--- config.mk ---
export PLATFORM = sky130hd
export DESIGN_NAME = dmem_port_arbiter
export DESIGN_NICKNAME = d
export VERILOG_FILES = /design/src/rtl/dmem_arb_pkg.sv /design/src/rtl/dmem_rd_tag_pipe.sv /design/src/rtl/dmem_port_arbiter.sv
export SDC_FILE = /design/constraint.sdc
export NUM_CORES = 1
export LEC_CHECK = 0
export ABC_AREA = 1
export BUFFER_PORTS_ARGS = -buffer_cell sky130_fd_sc_hd__buf_2
export CORE_ASPECT_RATIO = 1.25
export CORE_MARGIN = 3
export CORE_UTILIZATION = 38
export CTS_BUF_LIST = sky130_fd_sc_hd__clkbuf_4
export CTS_CLUSTER_SIZE = 40
export DETAILED_ROUTE_END_ITERATION = 8
export GPL_TIMING_DRIVEN = 0
export PLACE_DENSITY_LB_ADDON = 0.25
export SYNTH_ARGS = -nofsm -noshare
export SYNTH_HDL_FRONTEND = slang
export SYNTH_SLANG_ARGS = --single-unit
--- constraint.sdc ---
create_clock -name clk -period 2.84 [get_ports clk]
set_input_delay 0 -clock clk [delete_from_list [all_inputs] [get_ports clk]]
set_output_delay 0 -clock clk [all_outputs]
set_load 0.05 [all_outputs]
--- src/rtl/dmem_arb_pkg.sv ---
// Shared types and defaults for the dmem port A arbiter and its read-tag pipeline.
package dmem_arb_pkg;

  localparam int DMEM_AW = 11;
  localparam int DMEM_DW = 16;
  localparam int CPU_AW  = 16;

  typedef enum logic {
    OWNER_CPU = 1'b0,
    OWNER_VGA = 1'b1
  } owner_t;

  typedef struct packed {
    logic   valid;
    owner_t owner;
    logic   err;
  } rd_tag_t;

endpackage

--- src/rtl/dmem_rd_tag_pipe.sv ---
// Delays each read's ownership tag by the RAM read latency so it meets mem_q at the tail.
module dmem_rd_tag_pipe
  import dmem_arb_pkg::*;
#(
  parameter int RD_LATENCY = 1
) (
  input  logic    clk,
  input  logic    rst_n,
  input  rd_tag_t tag_i,
  output rd_tag_t tag_o
);

  rd_tag_t pipe_q [RD_LATENCY];

  always_ff @(posedge clk or negedge rst_n) begin
    if (!rst_n) begin
      for (int i = 0; i < RD_LATENCY; i++) begin
        pipe_q[i] <= '0;
      end
    end else begin
      pipe_q[0] <= tag_i;
      for (int i = 1; i < RD_LATENCY; i++) begin
        pipe_q[i] <= pipe_q[i-1];
      end
    end
  end

  assign tag_o = pipe_q[RD_LATENCY-1];

endmodule

--- src/rtl/dmem_port_arbiter.sv ---
// Shares dmem port A between CPU and VGA reader: combinational grant with a VGA
// starvation guard, and a tagged, registered read-return path for both owners.
module dmem_port_arbiter
  import dmem_arb_pkg::*;
#(
  parameter int AW         = DMEM_AW,
  parameter int DW         = DMEM_DW,
  parameter int RD_LATENCY = 1,
  parameter int MAX_WAIT   = 4
) (
  input  logic                clk,
  input  logic                rst_n,
  input  logic                cpu_ren,
  input  logic                cpu_wren,
  input  logic [CPU_AW-1:0]   cpu_addr,
  input  logic [DW-1:0]       cpu_wdata,
  output logic                cpu_stall,
  output logic [DW-1:0]       cpu_rdata,
  output logic                cpu_rvalid,
  output logic                cpu_addr_err,
  input  logic                vga_req,
  input  logic [AW-1:0]       vga_addr,
  output logic                vga_gnt,
  output logic [DW-1:0]       vga_rdata,
  output logic                vga_rvalid,
  output logic [AW-1:0]       mem_addr,
  output logic [DW-1:0]       mem_wdata,
  output logic                mem_ren,
  output logic                mem_wren,
  input  logic [DW-1:0]       mem_q
);

  localparam int WCW = (MAX_WAIT > 0) ? $clog2(MAX_WAIT + 1) : 1;

  logic           cpu_req;
  logic           cpu_oor;
  logic           force_vga;
  logic           cpu_gnt;
  logic [WCW-1:0] wait_cnt_q, wait_cnt_d;
  rd_tag_t        tag_push, tag_tail;
  logic           cpu_rvalid_q, cpu_rvalid_d;
  logic           vga_rvalid_q, vga_rvalid_d;
  logic           cpu_rd_err_q, cpu_rd_err_d;
  logic [DW-1:0]  cpu_rdata_q, cpu_rdata_d;
  logic [DW-1:0]  vga_rdata_q, vga_rdata_d;

  // Grant and RAM drive; an out-of-range CPU access takes the slot without touching the RAM.
  always_comb begin
    cpu_req   = cpu_ren | cpu_wren;
    cpu_oor   = |cpu_addr[CPU_AW-1:AW];
    force_vga = vga_req && (wait_cnt_q == WCW'(MAX_WAIT));
    vga_gnt   = vga_req && (force_vga || !cpu_req);
    cpu_gnt   = cpu_req && !force_vga;
    cpu_stall = cpu_req && force_vga;

    mem_addr  = vga_gnt ? vga_addr : cpu_addr[AW-1:0];
    mem_wdata = cpu_wdata;
    mem_wren  = cpu_gnt && cpu_wren && !cpu_oor;
    mem_ren   = vga_gnt || (cpu_gnt && !cpu_wren && !cpu_oor);

    tag_push.valid = vga_gnt || (cpu_gnt && !cpu_wren);
    tag_push.owner = vga_gnt ? OWNER_VGA : OWNER_CPU;
    tag_push.err   = !vga_gnt && cpu_oor;
  end

  always_comb begin
    wait_cnt_d = wait_cnt_q;
    if (!vga_req || vga_gnt) begin
      wait_cnt_d = '0;
    end else if (wait_cnt_q != WCW'(MAX_WAIT)) begin
      wait_cnt_d = wait_cnt_q + 1'b1;
    end
  end

  dmem_rd_tag_pipe #(
    .RD_LATENCY (RD_LATENCY)
  ) u_tag_pipe (
    .clk   (clk),
    .rst_n (rst_n),
    .tag_i (tag_push),
    .tag_o (tag_tail)
  );

  // Tail of the tag pipeline lines up with mem_q; capture into the owner's return register.
  always_comb begin
    cpu_rvalid_d = tag_tail.valid && (tag_tail.owner == OWNER_CPU);
    vga_rvalid_d = tag_tail.valid && (tag_tail.owner == OWNER_VGA);
    cpu_rd_err_d = cpu_rvalid_d && tag_tail.err;
    cpu_rdata_d  = cpu_rdata_q;
    vga_rdata_d  = vga_rdata_q;
    if (cpu_rvalid_d) begin
      cpu_rdata_d = tag_tail.err ? '0 : mem_q;
    end
    if (vga_rvalid_d) begin
      vga_rdata_d = mem_q;
    end
  end

  always_ff @(posedge clk or negedge rst_n) begin
    if (!rst_n) begin
      wait_cnt_q   <= '0;
      cpu_rvalid_q <= 1'b0;
      vga_rvalid_q <= 1'b0;
      cpu_rd_err_q <= 1'b0;
      cpu_rdata_q  <= '0;
      vga_rdata_q  <= '0;
    end else begin
      wait_cnt_q   <= wait_cnt_d;
      cpu_rvalid_q <= cpu_rvalid_d;
      vga_rvalid_q <= vga_rvalid_d;
      cpu_rd_err_q <= cpu_rd_err_d;
      cpu_rdata_q  <= cpu_rdata_d;
      vga_rdata_q  <= vga_rdata_d;
    end
  end

  // Write errors are reported in the grant cycle, read errors with their return.
  assign cpu_addr_err = cpu_rd_err_q | (cpu_gnt && cpu_wren && cpu_oor);
  assign cpu_rvalid   = cpu_rvalid_q;
  assign vga_rvalid   = vga_rvalid_q;
  assign cpu_rdata    = cpu_rdata_q;
  assign vga_rdata    = vga_rdata_q;

endmodule

==> results of run 1 <==
-- metal layers --
layer,wire [um],part of all wire (%)
met4,67,1.3
met3,475,9.1
met1,2050,39
met2,2640,50
met5,0,0
-- path summary, 6_finish.rpt --
check / start / endpoint / slack (ns) / cells after the start
max: wait_cnt_q[0] / mem_addr[2] / 0.95 / 8
min: cpu_wren / u_tag_pipe.tag_o[2] / 0.02 / 4
max reg2reg: u_tag_pipe.tag_o[1] / vga_rdata[14] / 1.51 / 5
min reg2reg: wait_cnt_q[0] / wait_cnt_q[0] / 0.48 / 1
max in group asynchronous: rst_n / cpu_rdata[1] / 2.00 / 2
min in group asynchronous: rst_n / vga_rdata[12] / 0.31 / 2
-- through the flow --
step / setup WS (ns) / hold slack [ns] / cell area [um^2] / power [mW] / util [%]
after global placement: 1.33 / 0.177 / 2540 / 1.59 / 52.9
after CTS: 0.912 / 0.0129 / 2810 / 1.99 / 58.6
final: 0.947 / 0.0205 / 2820 / 1.97 / 58.7
after floorplan: 0.986 / -0.296 / 1900 / 1.38 / -
after detailed placement: 1.31 / 0.172 / 2540 / 1.60 / 52.9
after global routing: 0.793 / 0.0609 / 2810 / 2.09 / 58.6
-- worst max-delay path: cells and delay by family, from the launching register on --
| family | cells | cell delay (ns) |
|---|---|---|
| flip-flops | 1 | 0.42 |
| buffers and inverters | 3 | 0.51 |
| adder cells (fa/ha/maj) | 1 | 0.16 |
| AND/OR/NAND/NOR | 4 | 0.46 |
-- state kept, by name, indices dropped and copies added, names as in the netlist --
| signal | flops |
|---|---|
| cpu_rdata | 16 |
| cpu_rd_err_q | 1 |
| vga_rvalid | 1 |
| cpu_rvalid | 1 |
| u_tag_pipe.tag_o | 3 |
| wait_cnt_q | 3 |
| vga_rdata | 16 |
-- cell families after synthesis --
| family | after synthesis | synth area share, % |
|---|---|---|
| and+or+nand+nor | 133 | 28.4 |
| DFF | 41 | 54.0 |
| buffers and inverters | 36 | 11.1 |
| AOI/OAI and AO/OA | 18 | 4.74 |
| adders and majority gates | 2 | 1.32 |
| xor gates and xnor gates | 1 | 0.461 |
-- cell usage in the layout (no fill, tap or decap) --
cell / instances
clkbuf_1: 3
nor2_1: 21
inv_1: 9
nand3_1: 15
nor2_2: 1
ha_1: 2
o21ai_1: 1
nand3_2: 1
bufinv_16: 1
nand2_2: 3
buf_4: 17
xnor2_1: 1
dlygate4sd3_1: 19
buf_6: 1
clkinv_1: 3
nand2_1: 89
clkbuf_4: 6
dfrtp_1: 41
nor3_1: 2
and2_1: 1
a21oi_1: 17
buf_2: 117
diode_2: 2
-- cell type report --
type,count,area share [%]
Buffer,25,6.04
Timing Repair Buffer,132,26.8
Clock inverter,2,1.20
Antenna cell,2,0.178
Inverter,11,1.47
Tap cell,60,2.67
Clock buffer,6,1.60
Sequential cell,41,36.4
Multi-Input combinational cell,154,23.6
-- power by group --
group,internal [mW],switching [mW]
Combinational,0.209,0.649
Clock,0.193,0.177
Sequential,0.692,0.0531
Total,1.09,0.879
==> results.py, run 1 <==
metrics = {
    "clock_network": {
        "clkLatencyLatePin_ns": 0.33,
        "clk_pin_slew_ns": 0.11,
        "post-cts-setup-buffers": 0,
        "numCtsBuffers": 5,
        "ctsResizeCount": 0,
        "clockBufferDepth": 2,
        "cts_tree": "built",
        "root_buffer": "clkbuf_4",
        "cts.sinks": 41,
        "htreeDepth": 2,
        "cts_hold_buf": 19,
    },
    "synth": {
        "ys.flop_type": "dfrtp_1",
        "ys_async_sr_fraction_pct": 100,
        "yosysWarnings": 0,
        "synth-edff-count": 0,
        "yosysUniqueCellTypes": 19,
        "synth_top_area_cell": "dfrtp_1",
        "syn_avg_cell_area_um2": 8.23,
        "synth.cell_area_mm2": 0.00190,
        "post-synth-top-count-cell": "nand2_1",
        "synth_seq_cells": 41,
        "netlist.area_leader.share_pct": 54.0,
        "syn_nets": 297,
        "synth_area_leaders": "dfrtp_1 54%, nand2_1 18%, buf_4 6.7%",
        "netlist_instances": 231,
        "synth_common_cells": "89 x nand2_1, 41 x dfrtp_1, 21 x nor2_1, 17 x a21oi_1, 17 x buf_4",
        "synth_seq_area_share_pct": 54.0,
    },
    "cells_and_area": {
        "area_growth_pct": 48.1,
        "filler_cell_count": 442,
        "multiInputGateArea_um2": 663,
        "drive_gt1_share_pct": 39.6,
        "nets": 436,
        "fin_cells": 433,
        "regArea_mm2": 0.00103,
    },
    "floorplan": {
        "die_area_mm2": 0.00589,
        "pin_count": 130,
        "fp-row-count": 28,
        "dieHeight_um": 85.1,
        "start_util_pct": 39.6,
        "core_area_mm2": 0.00480,
        "dieWidth_um": 69.3,
    },
    "sta": {
        "drv_slew": 0,
        "skew_ns": 0.00288,
        "fin_tns_setup_ns": 0,
        "slew_headroom_pct": 41.7,
        "min_period_ns": 1.89,
        "min_period_over_period_pct": 66.7,
        "final_hold_viol_count": 0,
        "rsz0062_at_grt": "no",
        "tightest_slew_ns": 0.874,
        "maxClockFrequency_mhz": 528,
        "setup_viol": 0,
    },
    "worst_setup_path": {
        "worstSetupPathType": "reg2out",
        "cp-start-kind": "flip-flop",
        "crit_fanout": 10,
        "crit_chain": "inv_1, ha_1, nand3_2, nand2_2, buf_4, nand3_1, nand2_1, buf_2",
        "slowest_stage": "dfrtp_1",
        "critPathArrivalTime_ns": 1.89,
        "cpPeakStageDelay_ns": 0.42,
        "cp.required_ns": 2.84,
        "critPathCaptureType": "output port",
    },
    "grt": {
        "grt_pass1_wl_mm": 8.89,
        "grt_remaining_overflow": 0,
        "grt_use_total_pct": 18.6,
        "grt_pass1_vias": 1958,
        "globalRouteMet1Util_pct": 21.7,
        "grt_busiest_layer": "met2",
        "grt_max_degree": 42,
        "met3_usage_pct": 4.50,
        "antenna_found_initial": 0,
        "grt_use_met2_pct": 33.6,
    },
    "drt": {
        "drcViolationCount": 0,
        "wl_per_cell_um": 12.1,
        "routed_via_density": 4.51,
        "drt_iter0_markers": 126,
        "drtPass1Iterations": 4,
        "via_count": 1952,
        "routed_wl_mm": 5.22,
        "ant_nets": 0,
    },
    "run": {
        "maxCapViolCount": 0,
    },
    "pwr": {
        "leakage_nw": 1.60,
        "powerDensity_mw_per_mm2": 701,
        "irDropWorstVdd_uv": 319,
    },
    "placed_design": {
        "port_buffers": 113,
        "dp_cells": 404,
        "hpwl_mm": 3.96,
        "gp_congestion": 0.733,
    },
    "min_path": {
        "hold_class": "in2reg",
    },
    "outcome": {
        "outcome": "finished, final reports clean",
    },
}
Power figures use the tool's default switching activity.
==> inputs of run 2 (changes only) <==
==> constraint.sdc (replaced) <==
create_clock -name clk -period 1.76 [get_ports clk]
set_input_delay 0 -clock clk [delete_from_list [all_inputs] [get_ports clk]]
set_output_delay 0 -clock clk [all_outputs]
set_load 0.05 [all_outputs]
==> results.py, run 2 (synthesized netlist as in run 1, its figures left out) <==
metrics = {
    "min_path": {
        "hold_path_end": "wait_cnt_q[1]",
        "worstHoldStart": "vga_req",
        "hold_class": "in2reg",
        "whs_path_depth": 3,
    },
    "drt": {
        "wl_per_cell_um": 11.6,
        "ant_nets": 0,
        "routed_wl_mm": 5.05,
        "drcViolationCount": 0,
        "drtPass1Iterations": 4,
        "drt_iter0_markers": 124,
        "routed_via_density": 4.49,
        "via_count": 1948,
    },
    "grt": {
        "grt_pass1_vias": 1913,
        "grt_max_degree": 42,
        "grt_pass1_wl_mm": 8.36,
        "grt_use_total_pct": 17.4,
        "antenna_found_initial": 0,
        "grt_remaining_overflow": 0,
    },
    "placed_design": {
        "gp_congestion": 0.739,
        "port_buffers": 113,
        "dp_cells": 404,
        "hpwl_mm": 3.72,
        "preCtsSetupSlack_ns": 0.245,
        "post_dp_cell_area_mm2": 0.00255,
    },
    "sta": {
        "min_period_ns": 1.65,
        "min_period_over_period_pct": 93.6,
        "rsz0062_at_grt": "yes",
        "final_hold_viol_count": 0,
        "hold_ws_ns": 0.0377,
        "drv_slew": 0,
        "setup_viol": 0,
        "slew_headroom_pct": 40.1,
        "worst_slack_ns": 0.113,
        "tightest_slew_ns": 0.899,
        "skew_ns": 0.00435,
        "maxClockFrequency_mhz": 607,
    },
    "worst_setup_path": {
        "cp-start-kind": "flip-flop",
        "reg2reg_to": "vga_rdata[10]",
        "path_depth": 9,
        "timing.rr.start": "u_tag_pipe.tag_o[1]",
        "critPathArrivalTime_ns": 1.65,
        "slowest_stage": "dfrtp_1",
        "crit_chain": "inv_2, ha_4, nand3_4, nand2_4, nand2_4, buf_4, nand2_1, nand2_1, buf_4",
        "worstSetupPathType": "reg2out",
        "path_buf_inv": 3,
        "crit_fanout": 7,
        "cpPeakStageDelay_ns": 0.42,
        "reg2regPathDepth": 5,
        "cp.required_ns": 1.76,
        "cp_top_family": "flip-flops",
        "rrSetupSlack_ns": 0.46,
        "critPathCaptureType": "output port",
    },
    "floorplan": {
        "core_area_mm2": 0.00480,
        "die_area_mm2": 0.00589,
        "dieHeight_um": 85.1,
        "start_util_pct": 39.6,
        "fp-row-count": 28,
        "pin_count": 130,
        "dieWidth_um": 69.3,
    },
    "clock_network": {
        "htreeDepth": 2,
        "clockBufferDepth": 2,
        "cts.sinks": 41,
        "cts_tree": "built",
        "root_buffer": "clkbuf_4",
        "clkLatencyLatePin_ns": 0.33,
        "clk_pin_slew_ns": 0.11,
        "numCtsBuffers": 5,
    },
    "pwr": {
        "internal_power_mw": 1.79,
        "powerDensity_mw_per_mm2": 1100,
        "p_seq_share_pct": 37.5,
        "p_sw_share_pct": 44.3,
        "leakage_nw": 1.64,
        "p_comb_share_pct": 44.1,
        "irDropWorstVdd_uv": 385,
        "switchingPower_mw": 1.43,
        "p_clk_share_pct": 18.4,
    },
    "cells_and_area": {
        "regArea_mm2": 0.00103,
        "multiInputGateArea_um2": 702,
        "antenna_cells": 0,
        "final_area_mm2": 0.00292,
        "nets": 439,
        "final_cell_mix": "105 x buf_2, 89 x nand2_1, 41 x dfrtp_1, 28 x buf_4, 21 x nor2_1",
        "final_common_cell": "buf_2",
        "filler_cell_count": 426,
        "area_growth_pct": 53.5,
        "fin_cells": 434,
        "drive_gt1_share_pct": 41.7,
    },
    "outcome": {
        "outcome": "finished, final reports clean",
    },
    "run": {
        "maxCapViolCount": 0,
    },
}
run 2: how the worst max path moves through the flow:
stage,end,slack [ns],startpoint
finish,mem_addr[1],0.11,wait_cnt_q[0]
global route,mem_addr[1],-0.02,wait_cnt_q[0]
CTS,mem_ren,0.007,wait_cnt_q[0]
detailed placement,mem_ren,0.25,wait_cnt_q[0]
global placement,mem_ren,0.25,wait_cnt_q[0]
floorplan,mem_ren,0.26,wait_cnt_q[0]
run 2: worst reg2reg max path: stages, from the launching register on:
cell	delay, ns
dfrtp_1	0.42
nand2_2	0.16
clkinv_1	0.23
buf_2	0.26
nand2_1	0.07
nand2_1	0.04
run 2: per-layer routing:
layer | vias to the layer above | part of all wire (%) | global-route usage, %
li1 | 981 | - | -
met1 | 855 | 40 | 19.7
met2 | 105 | 50 | 31.6
met3 | 7 | 8.8 | 4.38
met4 | 0 | 1.4 | 5.86
met5 | - | 0 | 0
run 2: cell type report:
type | count | share of cell area [%]
sequential | 41 | 35.2
timing repair buffer | 135 | 28.1
multi-input combinational | 154 | 24.1
buffer | 25 | 5.96
tap | 60 | 2.57
clock buffer | 6 | 1.54
inverter | 11 | 1.42
clock inverter | 2 | 1.16
run 2: power groups by stage:
| stage | sequential, mW | combinational (mW) | clock, mW |
|---|---|---|---|
| final | 1.20 | 1.42 | 0.593 |
| after global routing | 1.23 | 1.51 | 0.660 |
| after CTS | 1.20 | 1.41 | 0.616 |
| after detailed placement | 1.22 | 1.36 | 0 |
| after global placement | 1.22 | 1.35 | 0 |
| after floorplan | 1.82 | 0.408 | 0 |
run 2: stage by stage:
step	total power, mW	utilization (%)	setup TNS (ns)
after CTS	3.23	59.3	0
after floorplan	2.23	-	0
after global placement	2.57	53.1	0
after detailed placement	2.58	53.1	0
after global routing	3.40	60.8	-0.0405
final	3.22	60.8	0
run 2: what timing repair did:
action,4_1_cts,5_1_grt
hold buffers,18,0
gates cloned,0,1
endpoints found under the setup margin,12,13
pin swaps,1,3
endpoints found under the hold margin,74,0
resized for setup,12,16
buffers inserted,1,2
==> inputs of run 3 (changes only) <==
--- a/config.mk
+++ b/config.mk
@@ -15,6 +15,7 @@
 export DETAILED_ROUTE_END_ITERATION = 8
 export GPL_TIMING_DRIVEN = 0
 export PLACE_DENSITY_LB_ADDON = 0.25
+export SETUP_SLACK_MARGIN = 0.3
 export SYNTH_ARGS = -nofsm -noshare
 export SYNTH_HDL_FRONTEND = slang
 export SYNTH_SLANG_ARGS = --single-unit
==> results.py, run 3 (synthesized netlist as in run 1, its figures left out) <==
metrics = {
    "grt": {
        "grt_pass1_vias": 2041,
        "grt_pass1_wl_mm": 8.64,
        "grt_use_met2_pct": 32.6,
        "globalRouteMet1Util_pct": 20.3,
        "met3_usage_pct": 4.62,
        "grt_busiest_layer": "met2",
        "antenna_found_initial": 0,
        "grt_max_degree": 42,
        "grt_remaining_overflow": 0,
        "grt_use_total_pct": 17.9,
    },
    "cells_and_area": {
        "fin_util_pct": 64.9,
        "final_common_cell": "buf_2",
        "final_cell_mix": "101 x buf_2, 76 x nand2_1, 41 x dfrtp_1, 23 x buf_4, 21 x nor2_1",
        "area_growth_pct": 63.9,
        "drive_gt1_share_pct": 46.6,
        "antenna_cells": 0,
        "fin_cells": 438,
        "filler_cell_count": 416,
        "nets": 443,
    },
    "floorplan": {
        "fp-row-count": 28,
        "die_area_mm2": 0.00589,
        "dieWidth_um": 69.3,
        "start_util_pct": 39.6,
        "core_area_mm2": 0.00480,
        "pin_count": 130,
        "dieHeight_um": 85.1,
    },
    "worst_setup_path": {
        "cp-start-kind": "flip-flop",
        "path_buf_inv": 3,
        "timing.rr.start": "wait_cnt_q[0]",
        "cp.required_ns": 1.76,
        "cp_top_family": "simple AND/OR/NAND/NOR gates",
        "crit_chain": "inv_2, ha_4, nand3_4, nand2_8, buf_4, nand3_1, nand2_2, buf_8",
        "cp-startpoint": "wait_cnt_q[1]",
        "cpPeakStageDelay_ns": 0.40,
        "critPathArrivalTime_ns": 1.68,
        "critPathCaptureType": "output port",
        "worstSetupPathType": "reg2out",
        "crit_fanout": 5,
        "slowest_stage": "dfrtp_1",
    },
    "clock_network": {
        "cts.sinks": 41,
        "clkLatencyLatePin_ns": 0.34,
        "numCtsBuffers": 5,
        "root_buffer": "clkbuf_4",
        "cts_tree": "built",
        "clockBufferDepth": 2,
        "clk_pin_slew_ns": 0.11,
        "htreeDepth": 2,
    },
    "min_path": {
        "hold_class": "in2reg",
        "worstHoldStart": "vga_req",
    },
    "pwr": {
        "p_seq_share_pct": 36.7,
        "fin_total_pwr_mw": 3.29,
        "p_clk_share_pct": 18.2,
        "switchingPower_mw": 1.47,
        "internal_power_mw": 1.83,
        "p_comb_share_pct": 45.0,
        "powerDensity_mw_per_mm2": 1060,
        "irDropWorstVdd_uv": 479,
        "p_sw_share_pct": 44.5,
        "leakage_nw": 1.68,
    },
    "sta": {
        "rsz0062_at_grt": "yes",
        "setup_viol": 0,
        "min_period_over_period_pct": 95.5,
        "final_hold_viol_count": 0,
        "skew_ns": 0.0105,
        "slew_headroom_pct": 40.6,
        "maxClockFrequency_mhz": 595,
        "min_period_ns": 1.68,
        "drv_slew": 0,
        "tightest_slew_ns": 0.891,
    },
    "drt": {
        "drt_iter0_markers": 99,
        "wl_per_cell_um": 12.8,
        "ant_nets": 0,
        "routed_wl_mm": 5.60,
        "via_count": 2003,
        "drtPass1Iterations": 4,
        "drcViolationCount": 0,
        "routed_via_density": 4.57,
    },
    "placed_design": {
        "port_buffers": 113,
        "gp_congestion": 0.747,
        "hpwl_mm": 3.80,
        "dp_cells": 404,
    },
    "outcome": {
        "outcome": "finished, final reports clean",
    },
    "run": {
        "maxCapViolCount": 0,
    },
}
-- run 3: cell types whose count changed in the layout (fill, tap and decap cells not counted), sizes merged --
| cell | change |
|---|---|
| buf | +3 |
| clkbuf | +1 |
| clkinvlp | +1 |
| inv | -1 |
-- run 3: timing repair --
| action | in CTS | in global routing |
|---|---|---|
| setup buffers | 5 | 1 |
| setup endpoints to repair | 16 | 16 |
| hold endpoints to repair | 74 | 0 |
| gates resized for setup | 38 | 25 |
| hold buffers | 18 | 0 |
| cloned | 0 | 2 |
| pin swaps | 3 | 10 |
-- run 3: area by class of cell --
class	count	area (um^2)	share of cell area, %
plain buffers	25	178	5.71
clock buffers	6	45.0	1.45
clock inverters	2	33.8	1.08
inverters	11	45.0	1.45
multi-input cells	154	777	24.9
flip-flops and latches	41	1030	32.9
well taps	60	75.1	2.41
repair buffers	139	935	30.0
-- run 3: path summary, 6_finish.rpt --
path	to	slack, ns	cells after the start
max in group asynchronous	cpu_rdata[10]	0.89	2
worst min register to register	vga_rdata[4]	0.49	2
worst max-delay path	mem_addr[3]	0.08	8
worst max register to register	u_tag_pipe.tag_o[1]	0.42	8
worst min-delay path	wait_cnt_q[2]	0.05	3
min in group asynchronous	vga_rvalid	0.31	2
-- run 3: power by group through the flow --
stage / Combinational (mW) / Sequential (mW) / Clock (mW)
2_1_floorplan: 0.411 / 1.82 / 0
3_3_place_gp: 1.35 / 1.23 / 0
3_5_place_dp: 1.36 / 1.23 / 0
4_1_cts: 1.45 / 1.21 / 0.621
5_1_grt: 1.57 / 1.23 / 0.659
6_report: 1.48 / 1.21 / 0.600
-- run 3: per-stage QoR --
step	area, um^2	setup TNS (ns)	hold WS (ns)	setup slack, ns
global route	3110	-0.0476	0.0665	-0.0367
finish	3110	0	0.0476	0.0789
detailed placement	2560	0	0.175	0.227
CTS	2990	0	0.00645	0.0654
global placement	2560	0	0.177	0.234
floorplan	1920	0	-0.296	0.301
-- run 3: layer usage --
| metal | vias up | wire length, um |
|---|---|---|
| met1 | 897 | 2100 |
| met3 | 11 | 431 |
| li1 | 993 | - |
| met4 | 0 | 114 |
| met5 | - | 0 |
| met2 | 102 | 2950 |
-- run 3: worst min-delay path, stage by stage --
cell and delay (ns):
buf_2 0.16, nand3_1 0.14, nor2_1 0.05
